### config.mk
export PLATFORM = sky130hd
export DESIGN_NAME = alu_result_stage_flat
export DESIGN_NICKNAME = d
export VERILOG_FILES = /design/src/rtl/alu_result_stage_pkg.sv /design/src/rtl/alu_result_stage_if.sv /design/src/rtl/alu_result_stage_result_fifo.sv /design/src/rtl/alu_result_stage.sv /design/src/flat_wrapper.sv
export SDC_FILE = /design/constraint.sdc
export NUM_CORES = 1
export LEC_CHECK = 0
export CORE_ASPECT_RATIO = 0.7
export CORE_MARGIN = 10
export CORE_UTILIZATION = 46
export DETAILED_ROUTE_END_ITERATION = 10
export GPL_ROUTABILITY_DRIVEN = 0
export PLACE_DENSITY_LB_ADDON = 0.1
export SLEW_MARGIN = 20
export SYNTH_ARGS = -nofsm -noshare
export SYNTH_HDL_FRONTEND = slang
export SYNTH_HIERARCHICAL = 1
export SYNTH_SLANG_ARGS = --single-unit
### constraint.sdc
create_clock -name clk -period 2.7 [get_ports clk]
set_clock_uncertainty 0.15 [all_clocks]
set_input_delay 0.27 -clock clk [delete_from_list [all_inputs] [get_ports clk]]
set_output_delay 0.27 -clock clk [all_outputs]
set_load 0.05 [all_outputs]
### src/rtl/alu_result_stage_pkg.sv
// ----------------------------------------------------------------------------
// alu_result_stage_pkg
//   Shared definitions for the ALU result stage:
//     - op encodings driven by the issue logic on in_op
//     - the flag bundle stored alongside every buffered result
//     - FLAGS_W, the flag bundle width (a FIFO entry is WIDTH + FLAGS_W bits)
// ----------------------------------------------------------------------------
package alu_result_stage_pkg;

    localparam logic [2:0] OP_AND = 3'd0;
    localparam logic [2:0] OP_OR  = 3'd1;
    localparam logic [2:0] OP_XOR = 3'd2;
    localparam logic [2:0] OP_ADD = 3'd3;
    // Encodings 4..7 are illegal; they produce a zero result with op_err set.

    typedef struct packed {
        logic zero;    // selected result == 0
        logic neg;     // selected result MSB
        logic carry;   // adder carry-out, ADD only
        logic op_err;  // entry came from an illegal op
    } flags_t;

    localparam int FLAGS_W = $bits(flags_t);

endpackage

### src/rtl/alu_result_stage_if.sv
// ----------------------------------------------------------------------------
// alu_result_stage_if
//   Bundles both sides of the result stage.
//   Handshake rule, identical on both sides: a transfer happens on a rising
//   clock edge where valid and ready are both high; the sender holds its
//   payload stable while valid is high and ready is low.
//
//   Upstream side : in_valid, in_ready, in_op, and_res, or_res, xor_res, add_res
//   Writeback side: out_valid, out_ready, out_result, out_zero, out_neg,
//                   out_carry, out_op_err
//
//   modport slave  : the result stage itself
//   modport master : the environment (issue logic + writeback consumer)
// ----------------------------------------------------------------------------
interface alu_result_stage_if #(
    parameter int WIDTH = 32
);
    logic             in_valid;
    logic             in_ready;
    logic [2:0]       in_op;
    logic [WIDTH-1:0] and_res;
    logic [WIDTH-1:0] or_res;
    logic [WIDTH-1:0] xor_res;
    logic [WIDTH:0]   add_res;

    logic             out_valid;
    logic             out_ready;
    logic [WIDTH-1:0] out_result;
    logic             out_zero;
    logic             out_neg;
    logic             out_carry;
    logic             out_op_err;

    modport slave (
        input  in_valid, in_op, and_res, or_res, xor_res, add_res, out_ready,
        output in_ready, out_valid, out_result, out_zero, out_neg, out_carry,
               out_op_err
    );

    modport master (
        output in_valid, in_op, and_res, or_res, xor_res, add_res, out_ready,
        input  in_ready, out_valid, out_result, out_zero, out_neg, out_carry,
               out_op_err
    );

endinterface

### src/rtl/alu_result_stage_result_fifo.sv
// ----------------------------------------------------------------------------
// alu_result_stage_result_fifo
//   Generic DEPTH x W synchronous FIFO with registered occupancy count.
//   Ports:
//     clk, rst_n : clock, async active-low reset (clears pointers, count, data)
//     push       : write wr_data this edge (ignored while full)
//     wr_data    : entry to write
//     pop        : drop the head entry this edge (ignored while empty)
//     rd_data    : head entry (valid only when !empty)
//     count      : number of stored entries, 0..DEPTH
//     full/empty : decoded from count only, never from push/pop
//   DEPTH must be a power of two >= 2 so the pointers wrap naturally.
// ----------------------------------------------------------------------------
module alu_result_stage_result_fifo #(
    parameter  int W     = 8,
    parameter  int DEPTH = 2,
    localparam int PW    = $clog2(DEPTH),
    localparam int CW    = PW + 1
) (
    input  logic          clk,
    input  logic          rst_n,
    input  logic          push,
    input  logic [W-1:0]  wr_data,
    input  logic          pop,
    output logic [W-1:0]  rd_data,
    output logic [CW-1:0] count,
    output logic          full,
    output logic          empty
);

    logic [W-1:0]  mem [DEPTH];
    logic [PW-1:0] wr_ptr;
    logic [PW-1:0] rd_ptr;
    logic          do_push;
    logic          do_pop;

    assign full    = (count == CW'(DEPTH));
    assign empty   = (count == '0);
    // A pop in the same cycle does not make room: full blocks the push.
    assign do_push = push & ~full;
    assign do_pop  = pop & ~empty;
    assign rd_data = mem[rd_ptr];

    always_ff @(posedge clk or negedge rst_n) begin
        if (!rst_n) begin
            wr_ptr <= '0;
            rd_ptr <= '0;
            count  <= '0;
            for (int i = 0; i < DEPTH; i++) begin
                mem[i] <= '0;
            end
        end else begin
            if (do_push) begin
                mem[wr_ptr] <= wr_data;
                wr_ptr      <= wr_ptr + PW'(1);
            end
            if (do_pop) begin
                rd_ptr <= rd_ptr + PW'(1);
            end
            case ({do_push, do_pop})
                2'b10:   count <= count + CW'(1);
                2'b01:   count <= count - CW'(1);
                default: count <= count;
            endcase
        end
    end

endmodule

### src/rtl/alu_result_stage.sv
// ----------------------------------------------------------------------------
// alu_result_stage
//   Registered result stage behind the 32-bit logic/arith units. Each accepted
//   op selects one unit output, derives zero/neg/carry/op_err flags, and the
//   {result, flags} entry is buffered in a small FIFO that feeds writeback.
//   Nothing passes combinationally from the upstream side to the out_* side;
//   an entry pushed into an empty FIFO appears one cycle later.
//   Ports:
//     clk       : clock, rising edge
//     rst_n     : async active-low reset; discards all buffered entries
//     bus       : alu_result_stage_if.slave (upstream + writeback handshakes)
//     dbg_count : registered FIFO occupancy, for observation only
// ----------------------------------------------------------------------------
module alu_result_stage
    import alu_result_stage_pkg::*;
#(
    parameter int WIDTH = 32,
    parameter int DEPTH = 2
) (
    input  logic                     clk,
    input  logic                     rst_n,
    alu_result_stage_if.slave        bus,
    output logic [$clog2(DEPTH):0]   dbg_count
);

    localparam int EW = WIDTH + FLAGS_W;

    logic [WIDTH-1:0] sel;
    flags_t           sel_flags;
    logic [EW-1:0]    head;
    logic [WIDTH-1:0] head_result;
    flags_t           head_flags;
    logic             full;
    logic             empty;
    logic             push;
    logic             pop;

    // Unit select and flag generation for the op being offered upstream.
    always_comb begin
        sel       = '0;
        sel_flags = '0;
        case (bus.in_op)
            OP_AND: sel = bus.and_res;
            OP_OR:  sel = bus.or_res;
            OP_XOR: sel = bus.xor_res;
            OP_ADD: begin
                sel             = bus.add_res[WIDTH-1:0];
                sel_flags.carry = bus.add_res[WIDTH];
            end
            default: sel_flags.op_err = 1'b1;
        endcase
        sel_flags.zero = (sel == '0);
        sel_flags.neg  = sel[WIDTH-1];
    end

    // in_ready comes from registered count only, so it has no path from
    // out_ready or in_valid.
    assign bus.in_ready = ~full;
    assign push         = bus.in_valid & ~full;
    assign pop          = bus.out_valid & bus.out_ready;

    alu_result_stage_result_fifo #(
        .W     (EW),
        .DEPTH (DEPTH)
    ) u_fifo (
        .clk     (clk),
        .rst_n   (rst_n),
        .push    (push),
        .wr_data ({sel, sel_flags}),
        .pop     (pop),
        .rd_data (head),
        .count   (dbg_count),
        .full    (full),
        .empty   (empty)
    );

    assign head_result = head[EW-1:FLAGS_W];
    assign head_flags  = flags_t'(head[FLAGS_W-1:0]);

    // Outputs are forced to zero whenever no entry is presented, so stale
    // storage contents never leak to the consumer.
    assign bus.out_valid  = ~empty;
    assign bus.out_result = bus.out_valid ? head_result       : '0;
    assign bus.out_zero   = bus.out_valid & head_flags.zero;
    assign bus.out_neg    = bus.out_valid & head_flags.neg;
    assign bus.out_carry  = bus.out_valid & head_flags.carry;
    assign bus.out_op_err = bus.out_valid & head_flags.op_err;

endmodule
### src/flat_wrapper.sv
// flat-port wrapper written by rule: the top's interface ports become plain ports
module alu_result_stage_flat import alu_result_stage_pkg::*;
#(
    parameter int WIDTH = 32,
    parameter int DEPTH = 2
)
  (clk, rst_n, dbg_count, bus_in_valid, bus_in_op, bus_and_res, bus_or_res, bus_xor_res, bus_add_res, bus_out_ready, bus_in_ready, bus_out_valid, bus_out_result, bus_out_zero, bus_out_neg, bus_out_carry, bus_out_op_err);
  alu_result_stage_if #(.WIDTH(WIDTH)) bus_i ();
  input  logic clk;
  input  logic rst_n;
  output logic [$clog2(DEPTH):0] dbg_count;
  input wire logic [$bits(bus_i.in_valid)-1:0] bus_in_valid;
  input wire logic [$bits(bus_i.in_op)-1:0] bus_in_op;
  input wire logic [$bits(bus_i.and_res)-1:0] bus_and_res;
  input wire logic [$bits(bus_i.or_res)-1:0] bus_or_res;
  input wire logic [$bits(bus_i.xor_res)-1:0] bus_xor_res;
  input wire logic [$bits(bus_i.add_res)-1:0] bus_add_res;
  input wire logic [$bits(bus_i.out_ready)-1:0] bus_out_ready;
  output wire logic [$bits(bus_i.in_ready)-1:0] bus_in_ready;
  output wire logic [$bits(bus_i.out_valid)-1:0] bus_out_valid;
  output wire logic [$bits(bus_i.out_result)-1:0] bus_out_result;
  output wire logic [$bits(bus_i.out_zero)-1:0] bus_out_zero;
  output wire logic [$bits(bus_i.out_neg)-1:0] bus_out_neg;
  output wire logic [$bits(bus_i.out_carry)-1:0] bus_out_carry;
  output wire logic [$bits(bus_i.out_op_err)-1:0] bus_out_op_err;
  assign bus_i.in_valid = bus_in_valid;
  assign bus_i.in_op = bus_in_op;
  assign bus_i.and_res = bus_and_res;
  assign bus_i.or_res = bus_or_res;
  assign bus_i.xor_res = bus_xor_res;
  assign bus_i.add_res = bus_add_res;
  assign bus_i.out_ready = bus_out_ready;
  assign bus_in_ready = bus_i.in_ready;
  assign bus_out_valid = bus_i.out_valid;
  assign bus_out_result = bus_i.out_result;
  assign bus_out_zero = bus_i.out_zero;
  assign bus_out_neg = bus_i.out_neg;
  assign bus_out_carry = bus_i.out_carry;
  assign bus_out_op_err = bus_i.out_op_err;
  alu_result_stage #(.WIDTH(WIDTH), .DEPTH(DEPTH)) u_core (.clk(clk), .rst_n(rst_n), .bus(bus_i), .dbg_count(dbg_count));
endmodule
# Yosys cells after proc, flatten, opt, wreduce, memory -nomap -nowiden
# Cells that the tools add are included.
[totals]
ff_bits = 76
in_bits = 136
out_inout_bits = 40
rom_bits = 0
mem_count = 0
ram_bits = 0
latch_bits = 0
wordCells = 47
[classes]
shift = 0
n_eq_ne = 6
n_bitwise = 12
mux = 11
multipliers = 0
div_mod_pow = 0
reduce_logical = 6
magnitude_cmp = 3
add_sub_neg = 4
[ops]
columns = ["operator", "n"]
rows = [
  ["36-bit 2-to-1 mux", 4],
  ["32-bit case mux with 4 select lines", 1],
  ["72-bit bitwise mux", 1],
  ["36-bit demux with 1-bit select", 1],
  ["32-bit zero test", 1],
  ["32-bit 2-to-1 mux", 1],
  ["1-bit bitwise AND", 8],
  ["3-bit by 2-bit == test with 1-bit output, second input constant", 2],
  ["2-bit == test, second input constant", 2],
  ["2-bit greater-or-equal comparator, second input constant", 2],
  ["1-bit inverter with 2-bit output", 2],
  ["2-bit case mux with 2 select lines", 1],
  ["4-bit OR reduction", 1],
  ["3-bit by 1-bit == test with 1-bit output, second input constant", 1],
  ["3-bit zero test", 1],
  ["1-bit adder, second input constant", 2],
  ["2-bit by 1-bit adder with 2-bit output, second input constant", 1],
  ["2-bit by 1-bit == test with 1-bit output, second input constant", 1],
  ["2-bit zero test", 1],
  ["2-bit by 1-bit < comparator with 1-bit output, second input constant", 1],
  ["1-bit 2-to-1 mux", 2],
  ["1-bit inverter", 2],
  ["2-bit nonzero test", 1],
  ["2-bit by 1-bit subtractor with 2-bit output, second input constant", 1],
  ["1-bit logical AND", 1],
]

# Longest topological paths before layout
# Gate-level depths: netlist of the first run.
[logic_depth]
ltp_word = 6
depth_mapped = 9

# By module
# The synthesis of the first run kept the hierarchy.
[by_module_without_submodules]
columns = ["mod", "n_inst", "area_per_inst_um2", "cells_per_inst"]
rows = [
  ["alu_result_stage_result_fifo", 1, 3503.4, 210],
  ["alu_result_stage", 1, 1570.3, 181],
]

# Worst setup path after synthesis of the first run
# OpenSTA, ideal clock, no wires.
[synth_timing]
kind = "flip-flop to output port"
startpoint = "register u_core.u_fifo.count[0]"
endpoint = "output port bus_out_result[10]"
path_buffers = 2
required_ns = 2.280
arrival_time_ns = 1.971
path_slack_ns = 0.309
path_stages_with_launch = 5
path_cell_list = "dfrtp_1 -> nor2_1 -> clkbuf_1 -> clkbuf_1 -> nor2b_1"
[synth_between]
elab_chain_cells = 2
[synth_rtl]
columns = ["element", "line_no", "source"]
rows = [
  ["from (decl)", "alu_result_stage_result_fifo.sv:26", "output logic [CW-1:0] count,"],
  ["from (signal assigned)", "alu_result_stage_result_fifo.sv:61", "2'b10: count <= count + CW'(1);"],
  ["from (signal assigned)", "alu_result_stage_result_fifo.sv:62", "2'b01: count <= count - CW'(1);"],
  ["from (signal assigned)", "alu_result_stage_result_fifo.sv:63", "default: count <= count;"],
  ["2-bit zero test", "alu_result_stage_result_fifo.sv:38", "assign empty = (count == '0);"],
  ["via u_core.empty", "alu_result_stage.sv:34", "logic empty;"],
  ["32-bit 2-to-1 mux", "alu_result_stage.sv:83", "assign bus.out_result = bus.out_valid ? head_result : '0;"],
  ["to (decl)", "flat_wrapper.sv:21", "output wire logic [$bits(bus_i.out_result)-1:0] bus_out_result;"],
]
# The timed path passes the listed nets, and every way through them passes these cells.

==> flow_summary.toml, run 1 <==
[run_status]
outcome = "finished, final reports clean"

[hold_path]
hp-class = "primary input to asynchronous set/reset pin"

[die]
die-height_microns = 107.9
start_util_pct = 48.09
die_area_sq_um = 15700
coreArea_sq_um = 10550
fp-row-count = 31
pin_count = 176
fp.dieW_microns = 145.5

[route]
vias = 3918
drc_errors = 0
via_per_inst = 5.419
first_pass_iters = 4
wl_per_cell_microns = 22.33
routed_wl_mm = 16.14
final_antenna_net_count = 0
first_iter_violations = 160

[global_route]
grt_pass1_vias = 4436
antenna_found_initial = 0
grt_max_degree = 39
grt_pass1_wl_mm = 25.07
grtUsageTotal_pct = 20.59
gr-total-overflow = 0

[cts]
clk_pin_slew_ns = 0.06
cts_inserted_buffers = 9
htree_num_levels = 3
cts-root-buf = "clkbuf_16"
cts_tree = "done"
post-cts-setup-buffers = 0
clock_sinks = 76
cts_buffer_depth = 2
clk_latency_ns = 0.34

[synth]
synthDistinctLibCells = 38
synthTopCellsByCount = "dfrtp_1 (76), mux2_2 (73), nor2b_1 (39)"
synth_edf_count = 0
synth_area_sq_um = 5074
synth_area_per_cell_sq_um = 12.98
synth_top_area_share_pct = 37.48
ys.flop_type = "dfrtp_1"
synth-seq-area-share_pct = 37.48
async_reset_ff_share_pct = 100.0
ys_ff_latch = 76
synthesis.nets = 528
yosysMostFrequentCell = "dfrtp_1"
synth_area_leaders = "dfrtp_1 (37%), mux2_2 (16%), mux4_2 (12%)"
synth_area_leader_cell = "dfrtp_1"
syn_inst = 391
ys_warn_count = 6

[power]
p_per_area_nw_per_um2 = 1089
p_leak_nw = 3.227
irDropWorstVdd_uv = 674.4

[finish]
final_layout_size_suffix_gt1_share_pct = 38.68
post_layout_nonfiller_instances = 723
num-fill-cells = 743
final_nets = 706
area_delta_synth_final_pct = 50.11
final_area_sq_um = 7616

[worst_setup_path]
critPathBufInv = 2
critPathSlowestCell = "mux4_2"
max_stage_delay_ns = 0.51
arrival_ns = 2.53
r2r_cells = 6
path_max_fanout = 7
start_kind = "primary input"
r2r-end = "u_core/u_fifo/mem[39]"
endpoint_kind = "flip-flop"
required_ns = 2.83
r2r_setup_slack_ns = 0.56
r2r-start = "u_core/u_fifo/count[0]"
crit_chain = "buf_2 -> buf_12 -> mux4_2 -> nor4_1 -> o211ai_1 -> a2111oi_2 -> mux2_2"
crit_path_start = "bus_in_op[0]"
worstSetupEndpoint = "u_core/u_fifo/mem[39]"
cp_top_family = "multiplexers"
critical_path_class = "primary input to flip-flop"
worst-path-stages = 7

[sta]
drv_slew = 0
rsz0062_at_grt = "no"
finalSetupViolCount = 0
max_clock_freq_mhz = 417.2
fin_crit_sh_pct = 88.77
tightest_slew_ns = 0.5523
hold_viol = 0
min_period_ns = 2.397
slew-limit-headroom_pct = 63.06

[placed_design]
io_buffers = 175
dpl.hpwl_mm = 12.80
dp.cells = 705
placed_cell_area_sq_um = 7262

[flow_run]
cap_violations = 0
-- worst register-to-register path, cell delays in order (launching register included) --
cell and delay, ns:
dfrtp_1 0.49, nand2b_4 0.19, inv_2 0.05, nor2b_1 0.17, nor3b_4 0.25, buf_12 0.30
mux2_2 0.42
-- routing by layer --
metal	GRT usage [%]	vias to the layer above	part of all wire, %
met2	34.80	130	48
met3	7.770	13	7.1
met1	24.89	1988	43
met4	3.813	0	1.1
met5	0	-	0
li1	-	1787	-
-- through the flow --
step / utilization (%) / hold slack [ns] / setup slack, ns / power, mW / setup TNS, ns
final: 72.19 / 0.2901 / 0.3032 / 8.292 / 0
after global routing: 72.17 / 0.3413 / 0.1546 / 8.651 / 0
after CTS: 72.17 / 0.3118 / 0.3491 / 8.345 / 0
after detailed placement: 68.83 / 0.1133 / -0.02071 / 6.936 / -0.03422
after global placement: 68.83 / 0.1160 / -0.01925 / 6.852 / -0.03736
after floorplan: - / -0.1756 / 0.3090 / 4.959 / 0
-- timing repair --
| action | in CTS | in global routing |
|---|---|---|
| hold endpoints to repair | 35 | 0 |
| resized for setup | 0 | 0 |
| hold buffers | 1 | 0 |
-- area by class of cell --
cell class / instances / area, sq um / area share (%)
multi-input cells: 279 / 2919 / 38.33
repair buffers: 197 / 2242 / 29.44
flip-flops and latches: 76 / 1903 / 24.99
clock buffers: 10 / 229.0 / 3.006
well taps: 148 / 185.2 / 2.431
clock inverters: 6 / 112.6 / 1.479
inverters: 6 / 22.52 / 0.2957
diodes: 1 / 2.502 / 0.03286
-- cell usage in the layout, fill, tap and decap left out, types with 2 or more instances in the layout --
cell and count:
clkdlybuf4s50_1 136, nor4_1 5, nand2_1 8, xnor2_1 3, o211ai_1 4, bufinv_16 3
o21ai_1 2, a211o_1 2, mux2i_1 2, a21oi_1 5, mux2_2 73, nand3b_1 3
clkbuf_16 9, nor2b_1 39, dfrtp_1 75, xor2_1 2, nor2_1 12, and2_1 28
nand2b_1 2, or4_1 4, mux2_4 37, inv_1 5, mux4_2 28, buf_2 2
buf_12 34, buf_4 24, nor3_1 8, clkinvlp_4 3
-- registers in the layout, indices dropped and copies added, names as in the netlist --
register              count
u_core/u_fifo/mem        72
u_core/u_fifo/count       2
u_core/u_fifo/rd_ptr      1
u_core/u_fifo/wr_ptr      1
-- cell families (layout without fill, tap and decap cells) --
kind of cell,after synthesis,in the layout,synth area share [%]
other,0,1,0
muxes,140,140,39.98
AOI/OAI and AO/OA,18,18,2.589
xor gates and xnor gates,5,5,0.8633
adders and majority gates,1,1,0.2466
DFF,76,76,37.48
buffers and inverters,36,219,5.277
and+or+nand+nor,115,115,13.56
-- how the worst min path moves through the flow --
stage	depth (start not counted)	start	to	slack, ns
after CTS	2	rst_n	u_core/u_fifo/count[0]	0.31
after detailed placement	1	rst_n	u_core/u_fifo/count[0]	0.11
final	2	rst_n	u_core/u_fifo/count[0]	0.29
after floorplan	0	rst_n	u_core/u_fifo/count[0]	-0.18
after global placement	1	rst_n	u_core/u_fifo/count[0]	0.12
after global routing	2	rst_n	u_core/u_fifo/count[0]	0.34
-- power breakdown --
part           leakage [nW]  internal [mW]  switching (mW)  total, mW
combinational          2.10           2.56            2.42       4.98
sequential            0.976           1.60           0.319       1.92
clock                 0.155          0.903           0.490       1.39
total                  3.23           5.06            3.23       8.29
(Power assumes the default switching activity.)
==> inputs of run 2 (changes only) <==
--- a/config.mk
+++ b/config.mk
@@ -6,7 +6,7 @@
 export NUM_CORES = 1
 export LEC_CHECK = 0
 export CORE_ASPECT_RATIO = 0.7
-export CORE_MARGIN = 10
+export CORE_MARGIN = 3
 export CORE_UTILIZATION = 46
 export DETAILED_ROUTE_END_ITERATION = 10
 export GPL_ROUTABILITY_DRIVEN = 0
==> run 2 against run 1 <==
Setup slack lost 0.025 ns. Clock power shrank 8%. Global-route usage grew 3.7 points. Largest power group unchanged. Combinational power shrank 2%. Critical endpoint unchanged. Design area shrank 1.1%. Via count grew 0.77%. Total power shrank 2.3%. First-iteration DRC count grew 66%. Final cell count shrank 0.28%. Fmax shrank 1.0%. Worst hold slack gained 0.061 ns. Largest cell class unchanged. Flip-flop and latch count is the same.
==> flow_summary.toml, run 2 (synthesized netlist as in run 1, its figures left out) <==
[sta]
tightest_slew_ns = 0.9775
hold_viol = 0
min_period_ns = 2.421
hold_ws_ns = 0.3509
fin_crit_sh_pct = 89.68
max_clock_freq_mhz = 413.0
rsz0062_at_grt = "no"
slew-limit-headroom_pct = 34.83
finalSetupViolCount = 0
drv_slew = 0

[finish]
final_common_cell = "clkdlybuf4s50_1"
diodes = 0
area_delta_synth_final_pct = 48.48
largest_register_ffs = 72
final_cell_mix = "clkdlybuf4s50_1 (136), dfrtp_1 (75), mux2_2 (73), nor2b_1 (39), mux2_4 (37)"
final_layout_size_suffix_gt1_share_pct = 38.39
reg_top3 = "u_core/u_fifo/mem x72, u_core/u_fifo/count x2"
post_layout_nonfiller_instances = 721
regMostFlops = "u_core/u_fifo/mem"
final_nets = 705

[die]
coreArea_sq_um = 10550
start_util_pct = 48.09
fp-row-count = 31
die-height_microns = 93.87
die_area_sq_um = 12350
fp.dieW_microns = 131.5
pin_count = 176

[route]
final_antenna_net_count = 0
via_per_inst = 5.476
drc_errors = 0
first_iter_violations = 266
first_pass_iters = 4
wl_per_cell_microns = 20.52
vias = 3948
routed_wl_mm = 14.79

[cts]
post-cts-setup-buffers = 0
cts-root-buf = "clkbuf_16"
cts_inserted_buffers = 9
clock_sinks = 76
clk_pin_slew_ns = 0.06
holdBufCountCts = 1
htree_num_levels = 3
cts_buffer_depth = 2
cts_tree = "done"
clk_latency_ns = 0.32
cts_resized = 0

[worst_setup_path]
max_stage_delay_ns = 0.58
crit_chain = "buf_2 -> mux4_2 -> nor4_1 -> buf_4 -> o211ai_1 -> a2111oi_2 -> mux2_2"
arrival_ns = 2.54
path_max_fanout = 12
critical_path_class = "primary input to flip-flop"
start_kind = "primary input"
critPathSlowestCell = "mux4_2"
critPathBufInv = 2
cp_top_family = "multiplexers"
r2r_setup_slack_ns = 0.47
endpoint_kind = "flip-flop"
required_ns = 2.82

[global_route]
grt_pass1_vias = 4418
grtUsageTotal_pct = 24.26
grt_pass1_wl_mm = 23.27
antenna_found_initial = 0
gr-total-overflow = 0
grt_max_degree = 77

[power]
pwr-share-comb_pct = 60.5
irDropWorstVdd_uv = 692.1
total_power_mw = 8.101
p_per_area_nw_per_um2 = 1075
p_int_mw = 4.908
p_seq_share_pct = 23.7
p_switching_mw = 3.193
swShare_pct = 39.41
clkPwrFrac_pct = 15.8
p_leak_nw = 3.207

[hold_path]
hp-class = "flip-flop to flip-flop"

[placed_design]
dp.cells = 704
io_buffers = 175
dpl.hpwl_mm = 11.30

[flow_run]
cap_violations = 0

[run_status]
outcome = "finished, final reports clean"
==> run 2: worst paths after layout <==
kind / start / to / depth (start not counted)
worst min-delay path: u_core/u_fifo/mem[11] / u_core/u_fifo/mem[11] / 1
worst max register to register: u_core/u_fifo/count[0] / u_core/u_fifo/mem[25] / 6
worst min register to register: u_core/u_fifo/mem[11] / u_core/u_fifo/mem[11] / 1
max in group asynchronous: rst_n / u_core/u_fifo/rd_ptr / 2
worst max-delay path: bus_in_op[0] / u_core/u_fifo/mem[39] / 7
min in group asynchronous: rst_n / u_core/u_fifo/mem[35] / 2
==> run 2: area by class of cell <==
cell class | instances | area (sq um)
fill | 744 | 3017
multi-input combinational | 279 | 2919
timing repair buffer | 196 | 2185
sequential | 76 | 1903
clock buffer | 12 | 246.5
tap | 148 | 185.2
clock inverter | 4 | 72.57
inverter | 6 | 22.52
==> run 2: power by group through the flow <==
| stage | Combinational (mW) | Clock [mW] | Sequential, mW |
|---|---|---|---|
| after global placement | 4.84 | 0 | 1.89 |
| after floorplan | 3.13 | 0 | 1.83 |
| after detailed placement | 4.90 | 0 | 1.92 |
| after global routing | 5.11 | 1.35 | 1.98 |
| final | 4.90 | 1.28 | 1.92 |
| after CTS | 4.93 | 1.31 | 1.92 |
==> run 2: routing by layer <==
| layer | wire length, microns | track usage [%] |
|---|---|---|
| met2 | 7213 | 40.14 |
| met3 | 1029 | 6.049 |
| met1 | 6373 | 32.42 |
| met4 | 178 | 5.944 |
| met5 | 0 | 0 |
==> run 2: per-stage QoR <==
step / cell area (sq um) / setup slack (ns) / util (%) / setup TNS [ns]
final: 7533 / 0.2786 / 71.41 / 0
after global routing: 7533 / 0.1478 / 71.41 / 0
after CTS: 7533 / 0.2913 / 71.41 / 0
after detailed placement: 7204 / -0.04359 / 68.29 / -0.07825
after global placement: 7204 / 0.07631 / 68.29 / 0
after floorplan: 5074 / 0.3090 / - / 0
==> run 2: worst register-to-register path, delay by kind of cell (launching register included) <==
family,cells,cell delay (ns)
AND/OR/NAND/NOR,3,0.79
flip-flops,1,0.48
multiplexers,1,0.39
buffers and inverters,2,0.32
==> inputs of run 3 (changes only) <==
--- a/config.mk
+++ b/config.mk
@@ -5,9 +5,11 @@
 export SDC_FILE = /design/constraint.sdc
 export NUM_CORES = 1
 export LEC_CHECK = 0
+export CELL_PAD_IN_SITES_DETAIL_PLACEMENT = 0
+export CELL_PAD_IN_SITES_GLOBAL_PLACEMENT = 1
 export CORE_ASPECT_RATIO = 0.7
 export CORE_MARGIN = 3
-export CORE_UTILIZATION = 46
+export CORE_UTILIZATION = 36
 export DETAILED_ROUTE_END_ITERATION = 10
 export GPL_ROUTABILITY_DRIVEN = 0
 export PLACE_DENSITY_LB_ADDON = 0.1
==> run 3 against run 2 <==
Worst hold slack worse by 0.074 ns. Count of clock-buffer cells in the layout stayed put. Global-route usage is 4.5 points lower. Die area is 26% higher. Via count is 1.7% lower. Combinational power hardly changed. Critical path type unchanged. Largest power group unchanged.
==> flow_summary.toml, run 3 (synthesized netlist as in run 1, its figures left out) <==
[route]
first_iter_violations = 203
wl_per_cell_microns = 20.00
via_per_inst = 5.119
vias = 3880
routed_wl_mm = 15.16
final_antenna_net_count = 0
drc_errors = 0
first_pass_iters = 4

[worst_setup_path]
path_max_fanout = 7
required_ns = 2.83
r2r_cells = 6
r2r_setup_slack_ns = 0.52
arrival_ns = 2.64
endpoint_kind = "flip-flop"
start_kind = "primary input"
critical_path_class = "primary input to flip-flop"
r2r-start = "u_core/u_fifo/count[0]"
r2r-end = "u_core/u_fifo/mem[23]"

[die]
fp-row-count = 35
start_util_pct = 37.74
fp.dieW_microns = 147.9
pin_count = 176
die_area_sq_um = 15580
die-height_microns = 105.3
coreArea_sq_um = 13440

[global_route]
grt_max_degree = 37
grt_pass1_vias = 4240
gr-total-overflow = 0
antenna_found_initial = 0
grt_pass1_wl_mm = 23.78
grtUsageTotal_pct = 19.79

[power]
irDropWorstVdd_uv = 450.1
p_leak_nw = 3.224
p_per_area_nw_per_um2 = 1075

[sta]
rsz0062_at_grt = "no"
hold_viol = 0
hold_ws_ns = 0.2772
slew-limit-headroom_pct = 59.01
max_clock_freq_mhz = 397.3
fin_crit_sh_pct = 93.22
min_period_ns = 2.517
tightest_slew_ns = 0.6129
drv_slew = 0
finalSetupViolCount = 0

[finish]
final_cell_mix = "clkdlybuf4s50_1 (136), dfrtp_1 (75), mux2_2 (73), nor2b_1 (39), mux2_4 (37)"
largest_register_ffs = 72
reg_top3 = "u_core/u_fifo/mem x72, u_core/u_fifo/count x2"
regMostFlops = "u_core/u_fifo/mem"
final_layout_size_suffix_gt1_share_pct = 38.57
area_delta_synth_final_pct = 49.79
diodes = 0
final_area_sq_um = 7600
final_nets = 705
final_common_cell = "clkdlybuf4s50_1"

[cts]
cts-root-buf = "clkbuf_16"
clk_pin_slew_ns = 0.06
cts_tree = "done"
cts_inserted_buffers = 9
cts_resized = 0
post-cts-setup-buffers = 0
holdBufCountCts = 1
clk_latency_ns = 0.33
cts_buffer_depth = 2
clock_sinks = 76
htree_num_levels = 3

[placed_design]
placed_cell_area_sq_um = 7238
io_buffers = 175
dpl.hpwl_mm = 11.89

[run_status]
outcome = "finished, final reports clean"

[flow_run]
cap_violations = 0

[hold_path]
hp-class = "primary input to asynchronous set/reset pin"
[run 3: how the worst max path moves through the flow]
stage                                      start               endpoint  slack (ns)  cells after the start
after CTS                           bus_in_op[0]   u_core/u_fifo/mem[3]        0.25                      7
after detailed placement            bus_in_op[0]  u_core/u_fifo/mem[39]       -0.12                      7
after floorplan           u_core/u_fifo/count[0]     bus_out_result[10]        0.31                      4
after global routing                bus_in_op[0]   u_core/u_fifo/mem[3]        0.06                      7
after global placement              bus_in_op[0]  u_core/u_fifo/mem[39]       -0.05                      7
final                               bus_in_op[0]   u_core/u_fifo/mem[3]        0.18                      7
[run 3: power breakdown]
part,leakage (nW),internal (mW),switching (mW),total (mW)
clock,0.173,0.952,0.465,1.42
combinational,2.08,2.44,2.45,4.89
sequential,0.976,1.60,0.264,1.86
total,3.22,4.99,3.18,8.17
[run 3: through the flow]
stage                     power (mW)  setup TNS [ns]  setup slack, ns  instances  utilization [%]
after floorplan                4.959               0           0.3090        391                -
after global placement         6.756         -0.1053         -0.05269        741            53.84
after detailed placement       6.807         -0.2413          -0.1210        741            53.84
after CTS                      8.263               0           0.2515        758            56.53
after global routing           8.556               0          0.06156        758            56.53
final                          8.170               0           0.1830        758            56.53
[run 3: critical path, stage by stage]
cell       delay [ns]
buf_2            0.28
buf_12           0.17
mux4_2           0.54
nor4_1           0.52
o211ai_1         0.23
a2111oi_2        0.42
mux2_2           0.21
[run 3: final cells by class]
class | count | area [sq um]
clock buffers | 12 | 256.5
clock inverters | 4 | 95.09
fillers | 1137 | 5844
inverters | 6 | 22.52
multi-input cells | 279 | 2919
flip-flops and latches | 76 | 1903
well taps | 185 | 231.5
repair buffers | 196 | 2172
[run 3: layer usage]
| metal | routed length (microns) | track usage [%] | part of all wire [%] | vias to the layer above |
|---|---|---|---|---|
| met2 | 7016 | 29.96 | 46 | 132 |
| li1 | - | - | - | 1783 |
| met1 | 6898 | 27.83 | 46 | 1954 |
| met5 | 0 | 0 | 0 | - |
| met3 | 1112 | 6.532 | 7.3 | 11 |
| met4 | 133 | 4.219 | 0.88 | 0 |
